<file path="src/rtl/seq_div_iter_ctrl.sv">
`default_nettype none
// ============================================================================
// Module   : seq_div_iter_ctrl
// Purpose  : Iterative unsigned restoring divider for the mantissa divide
//            path. It retires 4 quotient bits per clock and uses a
//            start/busy/done handshake. The result is held until the next
//            operation is accepted.
// Revision : 1.0 - initial release
// ============================================================================
module seq_div_iter_ctrl #(
  parameter int WIDTH = 24
) (
  input  logic             clk,
  input  logic             rst,
  input  logic             start,
  input  logic [WIDTH-1:0] dividend,
  input  logic [WIDTH-1:0] divisor,
  output logic             busy,
  output logic             done,
  output logic [WIDTH-1:0] quotient,
  output logic [WIDTH-1:0] remainder,
  output logic             div_by_zero
);

  localparam int ITER  = WIDTH / 4;
  localparam int CNT_W = $clog2(ITER + 1);

  typedef enum logic [1:0] {
    ST_IDLE = 2'd0,
    ST_RUN  = 2'd1,
    ST_DONE = 2'd2
  } state_t;

  state_t           state;
  state_t           state_next;
  logic [WIDTH-1:0] n;
  logic [WIDTH:0]   r;
  logic [WIDTH-1:0] d;
  logic [WIDTH-1:0] q;
  logic [CNT_W-1:0] cnt;

  logic             accept;
  logic             last;
  logic [WIDTH-1:0] step_n;
  logic [WIDTH:0]   step_r;
  logic [WIDTH-1:0] step_q;

  // Four chained restoring steps. The partial remainder is one bit wider
  // than the operands so the left shift cannot lose its top bit.
  always_comb begin
    step_n = n;
    step_r = r;
    step_q = q;
    for (int i = 0; i < 4; i++) begin
      step_r = {step_r[WIDTH-1:0], step_n[WIDTH-1]};
      step_n = step_n << 1;
      if (step_r >= {1'b0, d}) begin
        step_r = step_r - {1'b0, d};
        step_q = {step_q[WIDTH-2:0], 1'b1};
      end else begin
        step_q = {step_q[WIDTH-2:0], 1'b0};
      end
    end
  end

  // Next-state decode. A start is honoured only when no operation is in flight.
  always_comb begin
    state_next = state;
    accept     = 1'b0;
    last       = (cnt == CNT_W'(ITER - 1));
    case (state)
      ST_IDLE, ST_DONE: begin
        if (start) begin
          accept     = 1'b1;
          state_next = (divisor == '0) ? ST_DONE : ST_RUN;
        end else begin
          state_next = ST_IDLE;
        end
      end
      ST_RUN: begin
        if (last) state_next = ST_DONE;
      end
      default: state_next = ST_IDLE;
    endcase
  end

  // State, datapath and result registers. Results move only on completion.
  always_ff @(posedge clk) begin
    if (rst) begin
      state       <= ST_IDLE;
      n           <= '0;
      r           <= '0;
      d           <= '0;
      q           <= '0;
      cnt         <= '0;
      done        <= 1'b0;
      quotient    <= '0;
      remainder   <= '0;
      div_by_zero <= 1'b0;
    end else begin
      state <= state_next;
      done  <= 1'b0;
      if (accept) begin
        n   <= dividend;
        d   <= divisor;
        r   <= '0;
        q   <= '0;
        cnt <= '0;
        // A zero divisor completes immediately with a saturated quotient.
        if (divisor == '0) begin
          done        <= 1'b1;
          quotient    <= '1;
          remainder   <= dividend;
          div_by_zero <= 1'b1;
        end
      end else if (state == ST_RUN) begin
        n   <= step_n;
        r   <= step_r;
        q   <= step_q;
        cnt <= cnt + CNT_W'(1);
        if (last) begin
          done        <= 1'b1;
          quotient    <= step_q;
          remainder   <= step_r[WIDTH-1:0];
          div_by_zero <= 1'b0;
        end
      end
    end
  end

  // busy comes straight from the state register, so start cannot reach it.
  assign busy = (state == ST_RUN);

endmodule
`default_nettype wire
</file>
<file path="config.mk">
export PLATFORM = sky130hd
export DESIGN_NAME = seq_div_iter_ctrl
export DESIGN_NICKNAME = d
export VERILOG_FILES = /design/src/rtl/seq_div_iter_ctrl.sv
export SDC_FILE = /design/constraint.sdc
export NUM_CORES = 1
export LEC_CHECK = 0
export ABC_CLOCK_PERIOD_IN_PS = 12970
export CAP_MARGIN = 0
export CORE_ASPECT_RATIO = 0.6
export CORE_MARGIN = 2
export CORE_UTILIZATION = 30
export DETAILED_ROUTE_END_ITERATION = 8
export PLACE_DENSITY = 0.44
export SLEW_MARGIN = 5
export SYNTH_ARGS = -nofsm -noshare
export SYNTH_HDL_FRONTEND = slang
export SYNTH_SLANG_ARGS = --single-unit
</file>
<file path="constraint.sdc">
create_clock -name clk -period 12.97 [get_ports clk]
set_input_delay 3.2425 -clock clk [delete_from_list [all_inputs] [get_ports clk]]
set_output_delay 3.2425 -clock clk [all_outputs]
set_load 0.02 [all_outputs]
</file>
# Yosys cells after proc, flatten, opt, wreduce, memory -nomap -nowiden
# Index checks and enable logic that the tools add are counted.
word_totals:
  in_bits: 51
  out_inout_bits: 51
  reg_bits: 147
  word_cells: 63
classes:
  n_reduce_logical: 7
  n_addsub: 5
  eq_ne: 5
  magnitude_cmp: 4
  n_mux: 32
ops:
  columns: ["cell", "n"]
  rows:
  - ["two-way mux 24 bit", 14]
  - [">= comparator 25 x 24 -> 1 bit", 4]
  - ["subtractor 24 bit", 4]
  - ["logical NOT 24 bit", 1]
  - ["two-way mux 1 bit", 14]
  - ["two-way mux 2 bit", 3]
  - ["inequality test 2 x 1 -> 1 bit (second input constant)", 2]
  - ["one-hot mux 2 bit (2 select lines)", 1]
  - ["nonzero test 2 bit", 2]
  - ["OR reduction 2 bit", 2]
  - ["adder 3 x 1 -> 3 bit (second input constant)", 1]
  - ["equality test 3 bit (second input constant)", 1]
  - ["AND reduction 3 bit", 1]
  - ["equality test 2 x 1 -> 1 bit (second input constant)", 1]
  - ["equality test 2 bit (second input constant)", 1]
  - ["logical NOT 2 bit", 1]

# Logic depth before layout (Yosys ltp)
# Gate-level depths: netlist (run 1).
logic_depth:
  word_depth: 11
  depth_mapped: 51

# Worst setup path after synthesis (run 1)
# No wires, ideal clock.
synth_path:
  path_type: "reg-to-reg"
  startpoint: "reg d[1]"
  endpoint: "reg r[22]"
  arrival_time_ns: 9.987
  stages_incl_launch_ff: 45
  n_path_buf: 6
  setup_ns: 0.143
  path_slack_ns: 2.840
  period_less_slack_ns: 10.130
  path_cell_list: "dfxtp_1 > inv_1 > ha_1 > nor2b_1 > o2111ai_1 > a31oi_1 > o2111ai_1 > and3_1 > buf_1 > clkbuf_1 > mux2_2 > ha_1 > nand2_1 > nor4_1 > o211ai_1 > a21oi_1 > nand2_1 > nand2_2 > (+9 left out) > nor3_1 > o31a_1 > buf_2 > buf_1 > mux2_2 > ha_1 > clkbuf_1 > a21oi_1 > o21bai_1 > a21o_1 > a21o_1 > a21oi_1 > o21ai_0 > or4b_2 > and3_1 > a311o_1 > mux2i_1 > a21oi_1"
synth_via:
  elab_chain_len: 8
synth_lines:
  columns: ["element", "line", "rtl"]
  rows:
  - ["from (decl)", "38", "logic [WIDTH-1:0] d;"]
  - ["from (signal assigned)", "105", "d <= divisor;"]
  - ["subtractor 24 bit / >= comparator 25 x 24 -> 1 bit (equally long branches)", "58, 57", null]
  - ["two-way mux 24 bit", "57", "if (step_r >= {1'b0, d}) begin"]
  - ["subtractor 24 bit / >= comparator 25 x 24 -> 1 bit (equally long branches)", "58, 57", null]
  - ["two-way mux 24 bit", "57", null]
  - ["subtractor 24 bit / >= comparator 25 x 24 -> 1 bit (equally long branches)", "58, 57", null]
  - ["two-way mux 24 bit", "57", null]
  - ["subtractor 24 bit / >= comparator 25 x 24 -> 1 bit (equally long branches)", "58, 57", null]
  - ["two-way mux 24 bit *", "57", null]
  - ["to (signal assigned)", "118", "r <= step_r;"]
  - ["to (decl)", "37", "logic [WIDTH:0] r;"]
# Every way passes the cells marked *; elsewhere a longest branch is shown, timed or not.
# A chain may end at the register's enable or synchronous reset.

# Worst setup path in the final report (run 1)
layout_path:
  startpoint: "reg d[1]"
  endpoint: "reg remainder[1]"
layout_via:
  elab_chain_len: 11
layout_lines:
  columns: ["element", "line", "rtl"]
  rows:
  - ["subtractor 24 bit / >= comparator 25 x 24 -> 1 bit (equally long branches)", "58, 57", null]
  - ["two-way mux 24 bit", "57", null]
  - ["subtractor 24 bit / >= comparator 25 x 24 -> 1 bit (equally long branches)", "58, 57", null]
  - ["two-way mux 24 bit", "57", null]
  - [">= comparator 25 x 24 -> 1 bit / subtractor 24 bit (equally long branches)", "57, 58", null]
  - ["two-way mux 24 bit", "57", null]
  - ["subtractor 24 bit / >= comparator 25 x 24 -> 1 bit (equally long branches)", "58, 57", null]
  - ["two-way mux 24 bit *", "57", null]
  - ["two-way mux 24 bit *", "121", "if (last) begin"]
  - ["two-way mux 24 bit *", "116", "end else if (state == ST_RUN) begin"]
  - ["two-way mux 24 bit *", "103", "if (accept) begin"]
  - ["to (signal assigned)", "113", "remainder <= dividend;"]
  - ["to (signal assigned)", "124", "remainder <= step_r[WIDTH-1:0];"]
  - ["to (decl)", "21", "output logic [WIDTH-1:0] remainder,"]
# Every way passes the cells marked *; elsewhere a longest branch is shown, timed or not. The select of a mux whose other input is x is not followed.

==> results of run 1 <==
[final cells by class]
type                       instances  area (µm²)  share of cell area [%]
clock inverter                    14         143                    1.08
multi-input combinational       1184        7780                    58.8
clock buffer                      18         439                    3.32
timing repair buffer             118        1140                    8.58
sequential                       147        2940                    22.2
tap                              476         596                    4.50
inverter                          52         195                    1.47
[worst max path at each step]
stage                     from           end  slack [ns]
after global placement    d[1]  remainder[1]        0.91
final                     d[1]  remainder[1]        0.72
after floorplan           d[1]         r[22]        2.84
after detailed placement  d[1]  remainder[1]        0.78
after CTS                 d[1]  remainder[1]        0.76
after global routing      d[1]  remainder[1]      0.0009
[stage by stage]
step,cell area (µm²),instances,hold WS (ns),util [%]
3_5_place_dp,12600,1977,0.448,34.6
5_1_grt,13200,2009,0.467,36.3
3_3_place_gp,12600,1977,0.443,34.6
6_report,13200,2009,0.454,36.3
4_1_cts,13200,2009,0.457,36.2
2_1_floorplan,11200,1453,0.436,-
[critical path: cells and delay by family, from the launching register on]
family          cells  cell delay [ns]
buf+inv             4             1.28
simple gates       10             2.45
compound gates     19             4.67
fa+ha+maj           4             1.55
flops               1             0.34
mux                 4             1.73
[metal layers]
layer	up-vias	part of all wire, %	global-route usage, %
met5	-	0	0
met4	0	1.2	3.75
met3	31	6.3	3.95
met2	375	38	30.5
met1	5380	54	37.1
li1	5428	-	-
[placed cells by master, fill, tap and decap left out, types with 18 or more instances in the layout]
| master | count |
|---|---|
| dfxtp_1 | 147 |
| inv_1 | 51 |
| a211oi_1 | 30 |
| a22oi_1 | 19 |
| xor2_1 | 34 |
| o21ai_0 | 90 |
| mux2i_1 | 21 |
| nand2_1 | 181 |
| nand2b_1 | 18 |
| a21o_1 | 33 |
| a21oi_1 | 161 |
| xnor2_1 | 40 |
| nand3_1 | 31 |
| mux2_2 | 34 |
| buf_4 | 18 |
| nor2_1 | 108 |
| o21a_1 | 21 |
| clkdlybuf4s50_1 | 100 |
| nor3_1 | 69 |
| ha_1 | 98 |
| nor2b_1 | 18 |
[logic make-up (layout without fill, tap and decap cells)]
kind of cell / count (synthesis) / count (layout) / share of synthesized area [%]
and+or+nand+nor: 487 / 487 / 19.9
muxes: 57 / 57 / 5.58
buffers and inverters: 122 / 202 / 4.27
adders and majority gates: 102 / 102 / 11.7
xor gates and xnor gates: 74 / 74 / 5.80
DFF: 147 / 147 / 26.3
AOI/OAI and AO/OA: 464 / 464 / 26.4
[what timing repair did]
item	CTS	global route
endpoints found under the setup margin	0	36
endpoints found under the hold margin	0	0
resized for setup	0	3
setup buffers	0	0
[sequential cells by signal, indices dropped and copies added, names as in the netlist]
register     flops
remainder       24
r               24
cnt              3
div_by_zero      1
q               20
state            2
done             1
d               24
quotient        24
n               24
==> summary.txt, run 1 <==
Setup path
  – Worst reg-to-reg setup slack: between 0.7 and 0.8 ns
  – Critical Path Most Common Cell: ha_1
  – Worst setup EP type: flip-flop
  – Crit path max-delay cell type: ha_1
  – Critical path fanouts, max: 29
  – Worst Setup Start Kind: flip-flop
  – WP data arrival: 12.53 ns
  – Worst path required time: approximately 13 ns
  – RR Startpoint: d[1]
  – CP Class: flip-flop to flip-flop
  – Worst R2R Path Depth: 41
  – Worst reg2reg path endpoint: remainder[1]
  – Critical path's largest stage delay: about 0.54 ns

Run
  – Max-cap violations: 0

Die
  – Die height: 153 µm
  – Total die area: between 0.03 and 0.04 mm²
  – IO Count: 102
  – Row count: 54
  – Core area: between 0.03 and 0.04 mm²
  – Width of the die: about 250 µm
  – Starting Density: between 30 and 40%

Synth
  – Mapped Nets: around 1600
  – Synth warnings: 0
  – Top_reg_cell synth: dfxtp_1
  – Seq cells post-synth: between 100 and 150
  – Register area share after synthesis: a little over a quarter
  – Number of distinct library cells after synthesis: 76
  – Mean Syn Cell Area: between 7 and 8 µm²
  – Share of the synthesized area in the top cell type: 26.3%
  – Ys async rst share: 0%
  – Area contributors post-synth: dfxtp_1 26%, ha_1 11%, a21oi_1 7.2%
  – Synth area leader: dfxtp_1
  – Synth Instances: roughly 1500
  – Post-synth EDFFs: 0
  – Syn Std Cell Area: around 0.011 mm²
  – Post-synth top cells: 181 x nand2_1, 161 x a21oi_1, 147 x dfxtp_1, 109 x nor2_1, 98 x ha_1
  – Most frequent cell after synthesis: nand2_1

Detailed routing
  – Routed WL per cell: around 22 µm
  – TritonRoute pass-1 iters: 6
  – Residual DRC count: 0
  – Routed WL: 44400 µm
  – Starting DRT DRC Count: between 1000 and 1500
  – Routed via count: ~11000
  – Antenna viol nets, final: 0
  – Vias/cell: 5.58

Clock network
  – Root buffer cell: clkbuf_16
  – CTS tree: yes
  – CTS clk-pin slew, worst paths: 0.07 ns
  – Clock tree buffer depth: 2
  – Max H-tree Level: 4
  – Worst skew pair latency: between 0.4 and 0.5 ns
  – Cts hold-fix bufs: 0
  – CTS sink cnt: 147
  – Cts bufs inserted: 17

Hold path
  – Hold_sp: d[11]
  – Hold worst-path end: d[11]
  – Hold Path Depth: 2
  – Hold WC Path Type: flip-flop to flip-flop

Timing
  – Worst-margin pin slew: ~1.2 ns
  – RSZ-0062 raised after global routing: no
  – Setup TNS: 0 ns
  – Fmax: ~80 MHz
  – # setup viols final: 0
  – Clock Skews: between 0.01 and 0.015 ns
  – Final Hold Viols: 0
  – Slew Limit Fails: 0
  – Final min period: 12.25 ns
  – Slew Limit Headroom: a little under a fifth
  – Fin crit share: 94.5%
  – Post-route setup slack: between 0.7 and 0.8 ns

Layout
  – Share of cells above drive strength 1: between 7 and 8%
  – Diode count: 0
  – # fillers: 3931
  – P&R area growth vs syn: 18.5%
  – Fin nets: 1673

GRT
  – Largest net degree at the start of global routing: 78
  – Number of global-route vias before repair: roughly 10000
  – Global Route Usage Sum: a little under a quarter
  – Initial antenna violation count: 0
  – First-pass GRT wire length: between 60000 and 70000 µm
  – Overflow after GRT: 0

Place
  – Pre-CTS worst setup slack: between 0.7 and 0.8 ns
  – HPWL Detailed: 35200 µm
  – Routability congestion estimate: 0.939
  – PortBufs: slightly above 100

Status
  – Status: finished, final reports clean
Power of run 1 is left out: the tool's default activity adds up to more than one toggle a clock period on the data nets, which glitch-free logic cannot reach.
==> run 2, diff against run 1 <==
--- a/config.mk
+++ b/config.mk
@@ -7,11 +7,11 @@
 export LEC_CHECK = 0
 export ABC_CLOCK_PERIOD_IN_PS = 12970
 export CAP_MARGIN = 0
-export CORE_ASPECT_RATIO = 0.6
 export CORE_MARGIN = 2
 export CORE_UTILIZATION = 30
 export DETAILED_ROUTE_END_ITERATION = 8
 export PLACE_DENSITY = 0.44
+export SKIP_CTS_REPAIR_TIMING = 1
 export SLEW_MARGIN = 5
 export SYNTH_ARGS = -nofsm -noshare
 export SYNTH_HDL_FRONTEND = slang
==> summary.txt, run 2 (synthesis results as in run 1) <==
Status
  – Status: finished, final reports clean

Timing
  – Fin crit share: between 90% and 100%
  – Setup TNS: 0 ns
  – Fmax: roughly 83 MHz
  – RSZ-0062 raised after global routing: no
  – Slew Limit Fails: 0
  – Final Hold Viols: 0
  – Slew Limit Headroom: between 20% and 30%
  – # setup viols final: 0
  – Final min period: roughly 12 ns
  – Worst-margin pin slew: about 1.1 ns
  – Clock Skews: between 0.01 and 0.015 ns

Clock network
  – CTS sink cnt: 147
  – Worst skew pair latency: roughly 0.43 ns
  – Clock tree buffer depth: 2
  – CTS clk-pin slew, worst paths: about 0.070 ns
  – Max H-tree Level: 4
  – Cts bufs inserted: 17
  – CTS tree: yes
  – Root buffer cell: clkbuf_16

Layout
  – P&R area growth vs syn: 18.2%
  – Most common cell after layout, fill and taps aside: nand2_1
  – Share of cells above drive strength 1: about 7.4%
  – Diode count: 0
  – Fin nets: 1671
  – Commonest cells after routing, fill and taps aside: 181 x nand2_1, 161 x a21oi_1, 147 x dfxtp_1

Die
  – Width of the die: between 150 and 200 µm
  – Starting Density: 30.5%
  – Total die area: 0.0388 mm²
  – Core area: 0.0366 mm²
  – Row count: 70
  – Die height: between 150 and 200 µm
  – IO Count: 102

Setup path
  – Critical path's largest stage delay: just over 0.8 ns
  – Worst reg-to-reg setup slack: around 0.87 ns
  – Worst path required time: 13.26 ns
  – Worst R2R Path Depth: 38
  – Worst reg2reg path endpoint: remainder[16]
  – WP data arrival: 12.38 ns
  – Critical path fanouts, max: 29
  – Critical Path Most Common Cell: a21oi_1
  – Crit path max-delay cell type: a2111oi_0
  – Worst setup EP type: flip-flop
  – Worst Setup Start Kind: flip-flop
  – RR Startpoint: d[1]
  – CP Class: flip-flop to flip-flop

GRT
  – Initial antenna violation count: 0
  – Overflow after GRT: 0
  – Global Route Usage Sum: 21.7%
  – First-pass GRT wire length: 64400 µm
  – Largest net degree at the start of global routing: 65
  – Number of global-route vias before repair: 10600

Detailed routing
  – Routed via count: around 11000
  – TritonRoute pass-1 iters: 5
  – Routed WL per cell: roughly 21 µm
  – Antenna viol nets, final: 0
  – Vias/cell: between 5 and 6
  – Residual DRC count: 0
  – Routed WL: roughly 42000 µm
  – Starting DRT DRC Count: 587

Hold path
  – Hold worst-path end: n[0]
  – Hold_sp: n[0]
  – Hold WC Path Type: flip-flop to flip-flop
  – Hold Path Depth: 2

Place
  – Routability congestion estimate: about 0.87
  – PortBufs: roughly 100
  – HPWL Detailed: roughly 33000 µm

Run
  – Max-cap violations: 0
run 2: worst max path at each step:
stage / start / endpoint / slack (ns) / cells after the start
global placement: d[1] / remainder[0] / 0.93 / 38
detailed placement: d[1] / remainder[16] / 0.87 / 38
finish: d[1] / remainder[16] / 0.87 / 38
CTS: d[1] / remainder[16] / 0.77 / 38
global route: d[1] / r[16] / 0.11 / 38
floorplan: d[1] / r[22] / 2.84 / 44
run 2: metal layers:
metal | track usage [%] | up-vias | wire length [µm]
met1 | 29.1 | 5129 | 19800
met2 | 36.9 | 227 | 20200
met4 | 6.02 | 0 | 928
met5 | 0 | - | 0
li1 | - | 5424 | -
met3 | 2.24 | 44 | 1230
run 2: critical path: cells and delay by family (launching register included):
family                     cells  cell delay (ns)
AOI/OAI and AO/OA             18             5.66
and+or+nand+nor               10             2.50
adders and majority gates      4             1.52
buffers and inverters          4             1.17
muxes                          2             0.68
DFF                            1             0.39
run 2: stage by stage:
stage | worst slack (ns) | area, µm² | util (%) | cells | hold WS (ns)
finish | 0.872 | 13200 | 36.1 | 1999 | 0.454
global route | 0.107 | 13200 | 36.1 | 1999 | 0.471
CTS | 0.770 | 13200 | 36.1 | 1999 | 0.457
detailed placement | 0.867 | 12600 | 34.4 | 1967 | 0.447
global placement | 0.928 | 12600 | 34.4 | 1967 | 0.443
floorplan | 2.84 | 11200 | - | 1453 | 0.436
run 2: final cells by class:
| cell class | instances | area (µm²) |
|---|---|---|
| Tap cell | 468 | 586 |
| Clock inverter | 15 | 165 |
| Clock buffer | 17 | 425 |
| Fill cell | 3868 | 23400 |
| Inverter | 52 | 195 |
| Timing Repair Buffer | 116 | 1120 |
| Sequential cell | 147 | 2940 |
| Multi-Input combinational cell | 1184 | 7770 |
Power of run 2 is left out for the same reason.
==> run 3, diff against run 2 <==
--- a/config.mk
+++ b/config.mk
@@ -12,7 +12,7 @@
 export DETAILED_ROUTE_END_ITERATION = 8
 export PLACE_DENSITY = 0.44
 export SKIP_CTS_REPAIR_TIMING = 1
-export SLEW_MARGIN = 5
+export SLEW_MARGIN = 15
 export SYNTH_ARGS = -nofsm -noshare
 export SYNTH_HDL_FRONTEND = slang
 export SYNTH_SLANG_ARGS = --single-unit
==> summary.txt, run 3 (synthesis results as in run 1) <==
Status
  – Status: finished, final reports clean

Timing
  – # setup viols final: 0
  – Setup TNS: 0 ns
  – Final min period: 12.09 ns
  – Fin crit share: around 93%
  – Slew Limit Fails: 0
  – Worst-margin pin slew: ~1.0 ns
  – Fmax: 82.7 MHz
  – Clock Skews: 0.00988 ns
  – Slew Limit Headroom: between 30% and 40%
  – Final Hold Viols: 0
  – RSZ-0062 raised after global routing: no

Setup path
  – Worst path required time: approximately 13 ns
  – Critical Path Most Common Cell: a21oi_1
  – Worst Setup Start Kind: flip-flop
  – Critical path's largest stage delay: ~0.81 ns
  – WP data arrival: approximately 12 ns
  – Crit path max-delay cell type: a2111oi_0
  – CP Class: flip-flop to flip-flop
  – Critical path fanouts, max: 29
  – Worst setup EP type: flip-flop

Detailed routing
  – Vias/cell: ~5.4
  – Routed via count: 10800
  – Residual DRC count: 0
  – Routed WL: between 40000 and 50000 µm
  – Routed WL per cell: between 20 and 25 µm
  – TritonRoute pass-1 iters: 5
  – Starting DRT DRC Count: a little under 600
  – Antenna viol nets, final: 0

Clock network
  – Worst skew pair latency: 0.43 ns
  – Max H-tree Level: 4
  – Clock tree buffer depth: 2
  – Cts bufs inserted: 17
  – Root buffer cell: clkbuf_16
  – CTS sink cnt: about 150
  – CTS clk-pin slew, worst paths: 0.07 ns
  – CTS tree: yes

Hold path
  – Hold WC Path Type: flip-flop to flip-flop

Place
  – HPWL Detailed: 33200 µm
  – Placed cell areas: 0.0126 mm²
  – Routability congestion estimate: roughly 0.87
  – PortBufs: 101

Die
  – Die height: 197 µm
  – Core area: around 0.037 mm²
  – IO Count: ~100
  – Starting Density: 30.5%
  – Total die area: between 0.03 and 0.04 mm²
  – Row count: 70
  – Width of the die: slightly below 200 µm

Layout
  – Post-layout instance area: roughly 0.013 mm²
  – Commonest cells after routing, fill and taps aside: 181 x nand2_1, 161 x a21oi_1, 147 x dfxtp_1
  – Fin nets: 1671
  – Most common cell after layout, fill and taps aside: nand2_1
  – # fillers: between 3000 and 4000
  – Share of cells above drive strength 1: under 10%
  – Diode count: 0
  – P&R area growth vs syn: 18.2%

GRT
  – Initial antenna violation count: 0
  – Global Route Usage Sum: 21.7%
  – Overflow after GRT: 0
  – Largest net degree at the start of global routing: between 60 and 70
  – Number of global-route vias before repair: roughly 11000
  – First-pass GRT wire length: 64400 µm

Run
  – Max-cap violations: 0
run 3: worst paths after layout:
check	start	end	slack, ns	cells past startpoint
max reg2reg	d[1]	remainder[16]	0.88	38
min reg2reg	n[0]	n[0]	0.45	2
max	d[1]	remainder[16]	0.88	38
min	n[0]	n[0]	0.45	2
run 3: per-stage QoR:
step	worst slack (ns)	hold slack [ns]	util (%)	instances
after floorplan	2.84	0.436	-	1453
after global placement	0.928	0.443	34.4	1967
after detailed placement	0.867	0.447	34.4	1967
after CTS	0.770	0.457	36.1	1999
after global routing	0.107	0.471	36.1	1999
final	0.876	0.454	36.1	1999
run 3: worst max-delay path: cells and delay by family, from the launching register on:
kind	cells	cell delay, ns
AOI/OAI and AO/OA	18	5.66
buffers and inverters	4	1.17
muxes	2	0.68
and+or+nand+nor	10	2.50
DFF	1	0.39
adders and majority gates	4	1.52
run 3: per-layer routing:
layer  share of wire [%]  track usage [%]  up-vias
met3                 3.0             2.24       40
met1                  47             29.1     5146
met5                   0                0        -
met4                 2.2             6.02        0
met2                  48             36.9      218
li1                    -                -     5424
run 3: cell type report:
class / instances / area (µm²) / area share, %
multi-input cells: 1184 / 7770 / 58.8
flip-flops and latches: 147 / 2940 / 22.3
repair buffers: 116 / 1120 / 8.49
well taps: 468 / 586 / 4.43
clock buffers: 17 / 425 / 3.22
inverters: 52 / 195 / 1.48
clock inverters: 15 / 165 / 1.25
Power of run 3 is left out for the same reason.
